<file path="config.mk">
export PLATFORM = sky130hd
export DESIGN_NAME = press_merge
export DESIGN_NICKNAME = d
export VERILOG_FILES = /design/src/rtl/piano_pkg.sv /design/src/rtl/key_debounce.sv /design/src/rtl/press_merge.sv
export SDC_FILE = /design/constraint.sdc
export NUM_CORES = 1
export LEC_CHECK = 0
export CORE_MARGIN = 5
export CORE_UTILIZATION = 55
export DETAILED_ROUTE_END_ITERATION = 8
export MAX_ROUTING_LAYER = met4
export PLACE_DENSITY = 0.72
export SYNTH_ARGS = -nofsm -noshare
export SYNTH_HDL_FRONTEND = slang
export SYNTH_SLANG_ARGS = --single-unit
export TNS_END_PERCENT = 50
</file>
<file path="constraint.sdc">
create_clock -name clk50 -period 5.3 [get_ports clk50]
set_input_delay 0.795 -clock clk50 [delete_from_list [all_inputs] [get_ports clk50]]
set_output_delay 0.795 -clock clk50 [all_outputs]
set_load 0.02 [all_outputs]
</file>
<file path="src/rtl/piano_pkg.sv">
// Shared constants and helpers for the piano key front end: live-mode codes,
// default timing parameters and a population count used for press_count.
package piano_pkg;

  localparam int NUM_KEYS_DEF         = 17;
  localparam int DEBOUNCE_CYCLES_DEF  = 50000;
  localparam int DEMO_HOLD_CYCLES_DEF = 2500000;

  localparam logic [7:0] LIVE_MODE_A_DEF = 8'd16;
  localparam logic [7:0] LIVE_MODE_B_DEF = 8'd18;

  // Widest key vector the popcount helper accepts.
  localparam int MAX_KEYS = 64;

  function automatic int unsigned popcount(input logic [MAX_KEYS-1:0] v);
    int unsigned cnt;
    cnt = 0;
    for (int i = 0; i < MAX_KEYS; i++) cnt += 32'(v[i]);
    return cnt;
  endfunction

endpackage

</file>
<file path="src/rtl/key_debounce.sv">
// One key line: two-flop synchronizer followed by a counter debouncer that
// accepts a new level only after DEBOUNCE_CYCLES consecutive differing samples.
module key_debounce
  import piano_pkg::*;
#(
  parameter int DEBOUNCE_CYCLES = DEBOUNCE_CYCLES_DEF
) (
  input  logic clk50,
  input  logic reset_n,
  input  logic key_raw,
  output logic key_stable
);

  localparam int CNT_W = (DEBOUNCE_CYCLES > 1) ? $clog2(DEBOUNCE_CYCLES) : 1;
  localparam logic [CNT_W-1:0] CNT_LAST = CNT_W'(DEBOUNCE_CYCLES - 1);

  logic             sync_p0;
  logic             sync_p1;
  logic             stable;
  logic [CNT_W-1:0] cnt;

  always_ff @(posedge clk50 or negedge reset_n) begin
    if (!reset_n) begin
      sync_p0 <= 1'b0;
      sync_p1 <= 1'b0;
      stable  <= 1'b0;
      cnt     <= '0;
    end else begin
      // synchronizer stage boundary
      sync_p0 <= key_raw;
      sync_p1 <= sync_p0;
      // debounce stage boundary
      if (sync_p1 == stable) begin
        cnt <= '0;
      end else if (cnt == CNT_LAST) begin
        stable <= ~stable;
        cnt    <= '0;
      end else begin
        cnt <= cnt + 1'b1;
      end
    end
  end

  assign key_stable = stable;

endmodule

</file>
<file path="src/rtl/press_merge.sv">
// Merges debounced live key switches (gated by mode) with demo-driven keys
// that are stretched to a minimum hold time, and derives edge pulses and a count.
module press_merge
  import piano_pkg::*;
#(
  parameter int         NUM_KEYS         = NUM_KEYS_DEF,
  parameter int         DEBOUNCE_CYCLES  = DEBOUNCE_CYCLES_DEF,
  parameter int         DEMO_HOLD_CYCLES = DEMO_HOLD_CYCLES_DEF,
  parameter logic [7:0] LIVE_MODE_A      = LIVE_MODE_A_DEF,
  parameter logic [7:0] LIVE_MODE_B      = LIVE_MODE_B_DEF
) (
  input  logic                          clk50,
  input  logic                          reset_n,
  input  logic [7:0]                    audio_demo,
  input  logic [7:0]                    mode_select,
  input  logic [NUM_KEYS-1:0]           press_real,
  output logic [NUM_KEYS-1:0]           press,
  output logic [NUM_KEYS-1:0]           press_rise,
  output logic [NUM_KEYS-1:0]           press_fall,
  output logic [$clog2(NUM_KEYS+1)-1:0] press_count
);

  localparam int CNT_W  = $clog2(NUM_KEYS + 1);
  localparam int HOLD_W = $clog2(DEMO_HOLD_CYCLES + 1);
  localparam logic [HOLD_W-1:0] HOLD_MAX  = HOLD_W'(DEMO_HOLD_CYCLES);
  localparam logic [7:0]        KEY_LIMIT = 8'(NUM_KEYS);

  logic [NUM_KEYS-1:0] live_stable;
  logic                live_en;
  logic [7:0]          demo_idx;
  logic [7:0]          cur_key;
  logic [7:0]          held_key;
  logic [HOLD_W-1:0]   hold_cnt;
  logic [HOLD_W-1:0]   hold_cnt_inc;
  logic                hold_done;
  logic [NUM_KEYS-1:0] demo_bits;
  logic [NUM_KEYS-1:0] press_nxt;
  logic [NUM_KEYS-1:0] press_prev_p1;

  for (genvar i = 0; i < NUM_KEYS; i++) begin : g_key
    key_debounce #(
      .DEBOUNCE_CYCLES(DEBOUNCE_CYCLES)
    ) u_debounce (
      .clk50     (clk50),
      .reset_n   (reset_n),
      .key_raw   (press_real[i]),
      .key_stable(live_stable[i])
    );
  end

  // Index 0 and anything past the last key mean "no demo key".
  assign demo_idx     = (audio_demo != 8'd0 && audio_demo < KEY_LIMIT) ? audio_demo : 8'd0;
  assign hold_done    = (hold_cnt == HOLD_MAX);
  assign hold_cnt_inc = hold_done ? hold_cnt : hold_cnt + 1'b1;

  always_comb begin
    demo_bits = '0;
    for (int i = 1; i < NUM_KEYS; i++) begin
      if (cur_key == 8'(i) || held_key == 8'(i)) demo_bits[i] = 1'b1;
    end
  end

  // The counter times the current key from its assertion; a key that was
  // just left stays lit until that same counter saturates.
  always_ff @(posedge clk50 or negedge reset_n) begin
    if (!reset_n) begin
      cur_key  <= '0;
      held_key <= '0;
      hold_cnt <= '0;
    end else if (demo_idx != cur_key) begin
      cur_key <= demo_idx;
      if (demo_idx != 8'd0) begin
        held_key <= cur_key;
        hold_cnt <= HOLD_W'(1);
      end else begin
        held_key <= hold_done ? 8'd0 : cur_key;
        hold_cnt <= hold_cnt_inc;
      end
    end else begin
      if (hold_done) held_key <= '0;
      hold_cnt <= hold_cnt_inc;
    end
  end

  assign press_nxt = (live_stable & {NUM_KEYS{live_en}}) | demo_bits;

  always_ff @(posedge clk50 or negedge reset_n) begin
    if (!reset_n) begin
      live_en       <= 1'b0;
      press         <= '0;
      press_count   <= '0;
      press_prev_p1 <= '0;
      press_rise    <= '0;
      press_fall    <= '0;
    end else begin
      // merge stage boundary
      live_en     <= (mode_select == LIVE_MODE_A) || (mode_select == LIVE_MODE_B);
      press       <= press_nxt;
      press_count <= CNT_W'(popcount(MAX_KEYS'(press_nxt)));
      // edge-detect stage boundary
      press_prev_p1 <= press;
      press_rise    <= press & ~press_prev_p1;
      press_fall    <= ~press & press_prev_p1;
    end
  end

endmodule

</file>
After elaboration in Yosys (flattened, before gate mapping)
Cells that the tools add are included.
- reductions and logical operators: 38
- equality and inequality tests: 70
- muxes and demuxes: 58
- magnitude comparators: 1
- bitwise operators: 40
- $add $sub $neg: 34
- operators by type and width (cell ; number):
    2-to-1 mux 16 bit ; 34
    adder 16 x 1 -> 16 bit (second input constant) ; 17
    equality test 16 bit (second input constant) ; 17
    equality test 8 x 4 -> 1 bit (second input constant) ; 16
    2-to-1 mux 22 bit ; 3
    equality test 8 x 3 -> 1 bit (second input constant) ; 8
    adder 5 x 1 -> 5 bit ; 12
    bitwise AND 17 bit ; 3
    2-to-1 mux 8 bit ; 5
    inverter 1 bit ; 34
    inverter 17 bit ; 2
    AND reduction 2 bit ; 17
    equality test 8 x 2 -> 1 bit (second input constant) ; 4
    equality test 8 x 5 -> 1 bit (second input constant) ; 4
    adder 22 x 1 -> 22 bit (second input constant) ; 1
    equality test 22 bit (second input constant) ; 1
    equality test 1 bit ; 17
    logical OR 1 bit ; 17
    OR 17 bit ; 1
    equality test 8 x 1 -> 1 bit (second input constant) ; 2
    2-to-1 mux 1 bit ; 16
    nonzero test 8 bit ; 2
    less-than comparator 8 x 5 -> 1 bit (second input constant) ; 1
    inequality test 8 bit ; 1
    6 further kinds ; 6
- input bits: 35
- word-level logic and storage cells: 318
- register bits after elaboration: 435

Depth between registers and ports, before layout
Gate-level depths: netlist of the first run.
- word-level depth: 20
- gate-level depth with buffers: 16
- mapped depth without buffers: 16

Modules after synthesis
Synthesis of the first run repeated with hierarchy kept, for this count alone.
- cells, all modules: 1838
- area, all modules: 20084.3 µm²
- modules (own cells, without submodules) (module ; cells each ; instances ; area each (µm²)):
    key_debounce ; 84 ; 17 ; 895.9
    press_merge ; 410 ; 1 ; 4854.7

Worst setup path before layout of the first run
No wires, ideal clock.
- path type: register -> register
- start: reg cur_key[5]
- end: reg press_count[4]
- setup slack: 0.629 ns
- library setup time: 0.119 ns
- stages on the path, launching flop included: 17
- required time: 5.181 ns
- period minus slack after synthesis: 4.671 ns
- arrival time: 4.551 ns
- cell sequence: dfrtp_1 -> or3_1 -> nor2_1 -> nand3b_1 -> o221ai_1 -> inv_1 -> fa_1 -> inv_1 -> fa_1 -> fa_1 -> inv_1 -> fa_1 -> inv_1 -> fa_1 -> fa_1 -> a21oi_1 -> nor2b_1
- cells in the longest elaborated chain, start to end: 20
- ends and longest elaborated chain (element ; RTL line ; source):
    start, declared ; press_merge.sv:31 ; logic [7:0] cur_key;
    start signal, assigned ; press_merge.sv:71 ; cur_key <= demo_idx;
    equality test 8 x 1 -> 1 bit ; press_merge.sv:59 ; if (cur_key == 8'(i) || held_key == 8'(i)) demo_bits[i] = 1'b1;
    logical OR 1 bit ; press_merge.sv:59 ;
    2-to-1 mux 1 bit ; press_merge.sv:59 ;
    OR 17 bit ; press_merge.sv:85 ; assign press_nxt = (live_stable & {NUM_KEYS{live_en}}) | demo_bits;
    via press_nxt[1] ; press_merge.sv:37 ; logic [NUM_KEYS-1:0] press_nxt;
    adder 1 x 1 -> 2 bit ; piano_pkg.sv:18 ; for (int i = 0; i < MAX_KEYS; i++) cnt += 32'(v[i]);
    adder 2 x 1 -> 3 bit ; piano_pkg.sv:18 ;
    adder 3 x 1 -> 4 bit ; piano_pkg.sv:18 ;
    adder 4 x 1 -> 5 bit ; piano_pkg.sv:18 ;
    adder 5 x 1 -> 5 bit (12 in series) ; piano_pkg.sv:18 ;
    end signal, assigned ; press_merge.sv:99 ; press_count <= CNT_W'(popcount(MAX_KEYS'(press_nxt)));
    end, declared ; press_merge.sv:20 ; output logic [$clog2(NUM_KEYS+1)-1:0] press_count
The timed path passes the listed nets, and every way through them passes these cells.
A chain may end at the register's enable or synchronous reset.

Final worst setup path of the first run
Same ends and word-level chain as after synthesis.

==> impl_metrics.toml, run 1 <==
[yosys]
async_reset_ff_share_pct = 100
post_synth_num_cell_types = 58
synthMuxAreaShare_pct = 1.19
synthCells = 1780
synth_area_sq_um = 19000
synth_xor_area_share_pct = 12.7
synth_fa_ha_area_share_pct = 2.67
synth-edff-count = 0
synth_compound_area_share_pct = 1.96
synth-main-ff-cell = "dfrtp_1"
ys_ff_latch = 435
synthSimpleGateAreaFrac_pct = 22.7
ys_warn_count = 0
synth_top_family_by_area = "simple AND/OR/NAND/NOR gates"
ys_seq_area_share_pct = 57.2
syn_avg_cell_area_sq_um = 10.7

[drt]
wl_per_cell_microns = 14.6
drc = 0
firstDrtPassIters = 5
drt_iter0_drc = 774
vias_per_cell = 5.30
ant_nets = 0
num_vias = 12600
routed_wl_microns = 34600

[sta]
setup_tns_ns = 0
rsz0062_at_grt = "false"
timing.hold.ws_ns = 0.337
finalClockSkew_ns = 0.00951
slew_headroom_pct = 22.9
tightest_slew_ns = 1.15
min_period_over_period_pct = 93.8
drv_slew = 0
setup_viol = 0
hold_viol_final = 0
fmax_mhz = 201
final.min_clock_period_ns = 4.97

[worst_setup_path]
cp_slowest_cell = "fa_1"
end_kind = "register"
crit_required_ns = 5.74
crit_top_cell = "fa_1"
cp_max_fo = 4
crit_path_start_kind = "register"
path_cells = "or3_1 -> nor2_1 -> nand3b_1 -> o221ai_1 -> inv_1 -> fa_1 -> inv_1 -> fa_1 -> fa_1 -> inv_1 -> fa_1 -> inv_1 -> fa_1 -> fa_1 -> a21oi_1 -> nor2b_1"
critPathKind = "reg -> reg"
critPathMaxStageDelay_ns = 0.54
arrival_ns = 5.41

[pwr]
p_leak_nw = 9.85
ir_drop_mv = 0.230
power_density_nw_per_um2 = 306

[global_routing]
first_global_vias = 12800
antenna_found_initial = 0
track_usage_pct = 19.2
grt_pass1_wl_microns = 61000
grt_start_max_net_pins = 131
overflow = 0

[clock_tree]
ctsResizeCount = 0
clock-sinks = 435
cts_buffers = 44
cts-root-buf = "clkbuf_16"
cts_hold_buf = 0
cts_setup_buffers = 0
clk_pin_slew_ns = 0.06
cts_tree = "yes"
cts_max_level = 2
clock_latency_ns = 0.55
cts_buffer_depth = 3

[die]
die_y_microns = 196
core_sq_um = 34400
die_x_microns = 196
ios = 91
die_area_sq_um = 38400
start_util_pct = 55.4
rows = 68

[placement]
numPortBuffers = 89
place_congestion = 0.938
dpl.hpwl_microns = 23800

[run]
drv_cap = 0

[final_layout]
layout_commonest_cell = "dfrtp_1"
nets = 1961
most-common-layout-cells = "dfrtp_1, nor2_1, xor2_1"
final_layout_size_suffix_gt1_share_pct = 5.53
syn2layout_area_growth_pct = 14.5
diodes = 0

[outcome]
outcome = "finished clean"

[min_path]
hold_class = "in -> async"
## path summary, 6_finish.rpt
check	startpoint	endpoint	slack, ns	cells past startpoint
max	cur_key[5]	press_count[4]	0.33	16
min reg2reg	g_key[9].u_debounce.sync_p0	g_key[9].u_debounce.sync_p1	0.34	0
min	reset_n	g_key[13].u_debounce.cnt[9]	0.34	1
max in group asynchronous	reset_n	hold_cnt[10]	3.83	2
min in group clk50	g_key[9].u_debounce.sync_p0	g_key[9].u_debounce.sync_p1	0.34	0
max reg2reg	cur_key[5]	press_count[4]	0.33	16
## layer usage
layer | GRT usage, % | part of all wire [%] | vias to the layer above
met1 | 25.9 | 46 | 6131
met3 | 4.34 | 5.1 | 52
met4 | 4.37 | 1.7 | 0
li1 | - | - | 6189
met5 | - | 0 | -
met2 | 30.3 | 47 | 198
## worst max-delay path, delay by kind of cell, from the launching register on
kind / cells / cell delay (ns)
adder cells (fa/ha/maj): 6 / 2.89
AND/OR/NAND/NOR: 4 / 0.91
AO/OA/AOI/OAI: 2 / 0.43
flip-flops: 1 / 0.37
buffers and inverters: 4 / 0.26
## through the flow
stage	utilization, %	area [sq um]	setup WS [ns]	total power [W]	instances
CTS	63.4	21800	0.321	0.00678	2373
floorplan	-	19000	0.629	0.00366	1782
finish	63.4	21800	0.329	0.00668	2373
global route	63.4	21800	0.0694	0.00695	2373
detailed placement	59.5	20400	0.320	0.00381	2301
global placement	59.5	20400	0.374	0.00379	2301
## logic make-up after synthesis
| logic type | after synthesis |
|---|---|
| compound gates | 46 |
| xor+xnor | 277 |
| fa+ha+maj | 34 |
| buf+inv | 73 |
| flops | 435 |
| mux | 20 |
| other cells | 1 |
| simple gates | 894 |
## flip-flops by register name, indices dropped and copies added (netlist names)
register and flops:
g_key.u_debounce.sync_p0 17, press_rise 17, press 17, hold_cnt 22, live_en 1, g_key.u_debounce.key_stable 17, cur_key 8, press_fall 17
g_key.u_debounce.sync_p1 17, press_count 5, g_key.u_debounce.cnt 272, press_prev_p1 17, held_key 8
## power breakdown
part           switching, W  internal [W]
Sequential        0.0000734       0.00340
Clock               0.00123       0.00171
Combinational      0.000165      0.000103
Total               0.00147       0.00521
## layout make-up
type                    count  area [sq um]
clock buffers              56          1220
repair buffers             92           956
well taps                 455           569
clock inverters            16           138
fillers                  2703         12600
inverters                  45           169
flip-flops and latches    435         10900
multi-input cells        1274          7870
## synthesized netlist by cell type (10+ instances only)
cell	n	share of area, %
nand4_1	53	1.7
clkbuf_1	24	0.47
o221ai_1	11	0.51
nor2_1	339	6.7
or3_1	13	0.43
ha_1	23	1.5
nand2_1	134	2.6
mux2_2	17	1.0
xnor2_1	124	5.7
nand3_1	119	3.1
nor4b_1	13	0.60
fa_1	11	1.2
nor2b_1	40	1.3
nor3_1	51	1.3
and4_1	18	0.83
nand2b_1	10	0.33
or2_2	10	0.33
dfrtp_1	435	57
inv_1	45	0.89
and3_1	55	1.8
nor4_1	17	0.56
xor2_1	153	7.0
Note: power is estimated with default switching activity, not from simulation.
==> run 2, diff against run 1 <==
CORE_MARGIN = 3   (was 5)
==> run 2 against run 1 <==
Against the previous run: clock power grew 6.8%; critical endpoint unchanged; first-iteration DRC count grew 0.39%; worst hold slack lost 0.041 ns; clock skew grew 0.0046 ns; sequential power is essentially flat; total power grew 3.0%; worst setup slack gained 0.017 ns; combinational power is essentially flat; maximum frequency grew 0.35%; critical path type unchanged.
==> impl_metrics.toml, run 2 (synthesized netlist as in run 1, its figures left out) <==
[clock_tree]
clk_pin_slew_ns = 0.06
clock_latency_ns = 0.55
ctsResizeCount = 0
cts_buffer_depth = 3
cts_hold_buf = 0
cts-root-buf = "clkbuf_16"
cts_buffers = 46
clock-sinks = 435
cts_tree = "yes"
cts_setup_buffers = 0
cts_max_level = 2

[pwr]
p_leak_nw = 9.93
power_density_nw_per_um2 = 313
ir_drop_mv = 0.288

[global_routing]
overflow = 0
track_usage_pct = 20.1
first_global_vias = 12500
antenna_found_initial = 0
grt_pass1_wl_microns = 59900
grt_start_max_net_pins = 119

[drt]
drc = 0
firstDrtPassIters = 5
wl_per_cell_microns = 14.5
ant_nets = 0
routed_wl_microns = 34500
num_vias = 12700
vias_per_cell = 5.33
drt_iter0_drc = 777

[die]
die_x_microns = 192
die_area_sq_um = 36900
ios = 91
rows = 67
start_util_pct = 56.4
core_sq_um = 33800
die_y_microns = 192

[final_layout]
fillCellCount = 2645
regMostFlops = "g_key.u_debounce.cnt"
largest_reg_flops = 272
final_layout_size_suffix_gt1_share_pct = 6.26
most-common-layout-cells = "dfrtp_1, nor2_1, xor2_1"
nets = 1965
diodes = 0
post-route-util_pct = 65.0
layout_commonest_cell = "dfrtp_1"
syn2layout_area_growth_pct = 15.3
largestRegisters = "g_key.u_debounce.cnt x272, hold_cnt x22"

[sta]
tightest_slew_ns = 1.08
min_period_over_period_pct = 93.5
finalClockSkew_ns = 0.0141
hold_viol_final = 0
final.min_clock_period_ns = 4.95
fmax_mhz = 202
setup_tns_ns = 0
rsz0062_at_grt = "false"
slew_headroom_pct = 27.3
drv_slew = 0
setup_viol = 0

[worst_setup_path]
arrival_ns = 5.39
regToRegEndpoint = "press_count[4]"
critPathKind = "reg -> reg"
worstRegToRegCells = 16
cp_max_fo = 4
rrSetupSlack_ns = 0.35
crit_required_ns = 5.73
crit_path_start_kind = "register"
r2r-start = "cur_key[5]"
end_kind = "register"

[min_path]
hold_class = "in -> async"

[placement]
numPortBuffers = 89
place_congestion = 0.886
dpl.hpwl_microns = 23400

[run]
drv_cap = 0

[outcome]
outcome = "finished clean"
==> run 2: changes by cell type in the layout (fill, tap and decap cells not counted) <==
| cell | before | now |
|---|---|---|
| clkinvlp_4 | 3 | 5 |
| nor2_2 | 0 | 1 |
| buf_4 | 0 | 3 |
| inv_6 | 0 | 1 |
| clkinv_2 | 11 | 10 |
| clkbuf_16 | 45 | 49 |
| clkbuf_8 | 5 | 12 |
| nor2_1 | 339 | 338 |
| clkinv_4 | 0 | 1 |
| bufinv_16 | 2 | 0 |
| buf_12 | 3 | 2 |
==> run 2: worst max path at each step <==
stage | start | end | slack, ns | depth (start not counted)
after floorplan | cur_key[5] | press_count[4] | 0.63 | 16
after CTS | cur_key[5] | press_count[4] | 0.26 | 16
final | cur_key[5] | press_count[4] | 0.35 | 16
after global routing | held_key[5] | press_count[4] | 0.06 | 14
after detailed placement | cur_key[5] | press_count[4] | 0.29 | 16
after global placement | cur_key[5] | press_count[4] | 0.38 | 16
==> run 2: metal layers <==
layer / vias to the layer above / share of wire (%) / track usage (%)
li1: 6207 / - / -
met1: 6200 / 48 / 28.1
met2: 209 / 46 / 31.0
met3: 60 / 4.5 / 3.60
met4: 0 / 2.0 / 4.99
met5: - / 0 / -
==> run 2: through the flow <==
step,worst slack [ns],power [W],cell area (sq um),hold WS (ns),instances
6_report,0.347,0.00688,22000,0.297,2380
3_5_place_dp,0.293,0.00381,20400,0.336,2296
3_3_place_gp,0.384,0.00379,20400,0.332,2296
2_1_floorplan,0.629,0.00366,19000,0.331,1782
5_1_grt,0.0572,0.00717,22000,0.350,2380
4_1_cts,0.256,0.00697,22000,0.315,2380
==> run 2: final cells by class <==
cell class / instances / area [sq um] / share of cell area, %
Sequential cell: 435 / 10900 / 49.6
Clock buffer: 67 / 1410 / 6.44
Tap cell: 448 / 561 / 2.55
Inverter: 45 / 169 / 0.769
Multi-Input combinational cell: 1274 / 7870 / 35.8
Timing Repair Buffer: 94 / 958 / 4.36
Clock inverter: 17 / 105 / 0.479
==> run 2: worst max-delay path, cell delays in order, from the launching register on <==
cell      delay [ns]
dfrtp_1         0.37
or3_1           0.44
nor2_2          0.18
nand3b_1        0.17
o221ai_1        0.30
inv_1           0.09
fa_1            0.49
inv_1           0.06
fa_1            0.50
fa_1            0.54
inv_1           0.05
fa_1            0.49
inv_1           0.05
fa_1            0.46
fa_1            0.42
a21oi_1         0.16
nor2b_1         0.06
==> run 2: report_power, final <==
part           internal [W]  switching, W  leakage, nW  total [W]
Combinational      0.000103      0.000166         3.26   0.000270
Clock               0.00185       0.00129        0.746    0.00314
Sequential          0.00340     0.0000737         5.93    0.00347
==> run 3, diff against run 2 <==
PLACE_DENSITY = 0.75   (was 0.72)
==> run 3 against run 2 <==
Against the previous run: worst setup slack lost 0.052 ns; highest routed layer unchanged; clock skew shrank 0.0016 ns; largest cell class unchanged; die area is the same; worst hold slack gained 0.034 ns; maximum frequency shrank 1.0%; critical path type unchanged; register-to-register slack lost 0.05 ns; first-iteration DRC count grew 1.3%.
==> impl_metrics.toml, run 3 (synthesized netlist as in run 1, its figures left out) <==
[outcome]
outcome = "finished clean"

[placement]
place_congestion = 0.884
numPortBuffers = 89
dpl.hpwl_microns = 23500

[sta]
finalClockSkew_ns = 0.0125
setup_viol = 0
min_period_over_period_pct = 94.4
fmax_mhz = 200
final.min_clock_period_ns = 5.01
rsz0062_at_grt = "false"
hold_viol_final = 0
tightest_slew_ns = 1.10
slew_headroom_pct = 26.2
setup_tns_ns = 0
drv_slew = 0

[worst_setup_path]
crit_required_ns = 5.72
cp_max_fo = 4
critPathMaxStageDelay_ns = 0.56
critPathKind = "reg -> reg"
end_kind = "register"
crit_top_cell = "fa_1"
crit_path_start_kind = "register"
arrival_ns = 5.42
crit_buf_inv = 3
crit_family = "adder cells"
cp_slowest_cell = "nor4_1"
path_cells = "nor4_1 -> nand3b_1 -> o221a_2 -> fa_1 -> inv_1 -> fa_1 -> fa_1 -> inv_1 -> fa_1 -> inv_1 -> fa_1 -> fa_1 -> a21oi_1 -> nor2b_1"

[clock_tree]
clk_pin_slew_ns = 0.06
cts_max_level = 2
cts_buffer_depth = 3
cts-root-buf = "clkbuf_16"
clock-sinks = 435
cts_buffers = 45
clock_latency_ns = 0.54
cts_tree = "yes"

[drt]
drt_iter0_drc = 787
routed_wl_microns = 34500
ant_nets = 0
drc = 0
wl_per_cell_microns = 14.5
num_vias = 12700
vias_per_cell = 5.35
firstDrtPassIters = 5

[die]
ios = 91
core_sq_um = 33800
die_x_microns = 192
start_util_pct = 56.4
die_y_microns = 192
rows = 67
die_area_sq_um = 36900

[final_layout]
syn2layout_area_growth_pct = 15.6
diodes = 0
fillCellCount = 2611
regMostFlops = "g_key.u_debounce.cnt"
most-common-layout-cells = "dfrtp_1, nor2_1, xor2_1"
nets = 1964
multi_input_area_sq_um = 7870
register_area_sq_um = 10900
final_layout_size_suffix_gt1_share_pct = 6.07
largest_reg_flops = 272
layout_commonest_cell = "dfrtp_1"
largestRegisters = "g_key.u_debounce.cnt x272, hold_cnt x22"

[pwr]
ir_drop_mv = 0.277
p_seq_share_pct = 49.4
clkPwrFrac_pct = 46.7
switching_power_w = 0.00150
combPwrFrac_pct = 3.9
p_leak_nw = 9.95
internal_power_w = 0.00553
finalPower_w = 0.00703
swShare_pct = 21.3
power_density_nw_per_um2 = 319

[global_routing]
antenna_found_initial = 0
first_global_vias = 13000
overflow = 0
grt_start_max_net_pins = 133
grt_pass1_wl_microns = 60700
track_usage_pct = 20.3

[run]
drv_cap = 0

[min_path]
hold_class = "in -> async"
==> run 3: cell types whose count changed in the layout (fill, tap and decap cells not counted), sizes merged <==
cell,previous run,this run
bufinv,0,6
clkbuf,67,62
clkinv,11,6
inv,46,47
==> run 3: per-layer routing <==
metal	vias up	wire length (microns)	GRT usage, %	share of wire, %
met5	-	0	-	0
met4	0	756	5.66	2.2
met3	61	1650	3.34	4.8
met2	214	16100	32.1	47
met1	6253	16000	27.5	46
li1	6200	-	-	-
==> run 3: cell type report <==
class,instances,share of cell area [%]
clock buffers,62,5.96
clock inverters,19,1.21
inverters,45,0.768
multi-input cells,1274,35.8
flip-flops and latches,435,49.5
well taps,448,2.55
repair buffers,94,4.30
==> run 3: worst register-to-register path, delay by kind of cell, from the launching register on <==
family | cells | cell delay (ns)
flops | 1 | 0.40
fa+ha+maj | 6 | 2.88
buf+inv | 3 | 0.16
compound gates | 2 | 0.56
simple gates | 3 | 0.89
==> run 3: path summary, 6_finish.rpt <==
kind                                             start                      endpoint  slack, ns  cells past startpoint
max                                        held_key[5]                press_count[4]       0.29                     14
max in group asynchronous                      reset_n   g_key[6].u_debounce.sync_p1       3.68                      2
min in group clk50         g_key[5].u_debounce.sync_p0   g_key[5].u_debounce.sync_p1       0.35                      0
min                                            reset_n  g_key[14].u_debounce.cnt[15]       0.33                      1
max reg2reg                                held_key[5]                press_count[4]       0.29                     14
min reg2reg                g_key[5].u_debounce.sync_p0   g_key[5].u_debounce.sync_p1       0.35                      0
==> run 3: power groups by stage <==
stage	logic (W)	registers, W	clock network (W)
after detailed placement	0.000278	0.00353	0
after CTS	0.000281	0.00347	0.00337
after global placement	0.000265	0.00353	0
final	0.000273	0.00347	0.00328
after floorplan	0.000148	0.00351	0
after global routing	0.000317	0.00348	0.00351
==> run 3: what timing repair did <==
item | in CTS | in global routing
setup buffers | 0 | 0
endpoints found under the setup margin | 0 | 1
resized for setup | 0 | 1
hold buffers | 0 | 0
==> run 3: metrics by stage <==
step,worst slack (ns),hold slack (ns),util (%),cell area [sq um],instances
global route,0.0331,0.348,65.1,22000,2377
finish,0.295,0.331,65.1,22000,2377
CTS,0.274,0.347,65.1,22000,2377
detailed placement,0.292,0.335,60.5,20400,2296
floorplan,0.629,0.331,-,19000,1782
global placement,0.364,0.336,60.5,20400,2296
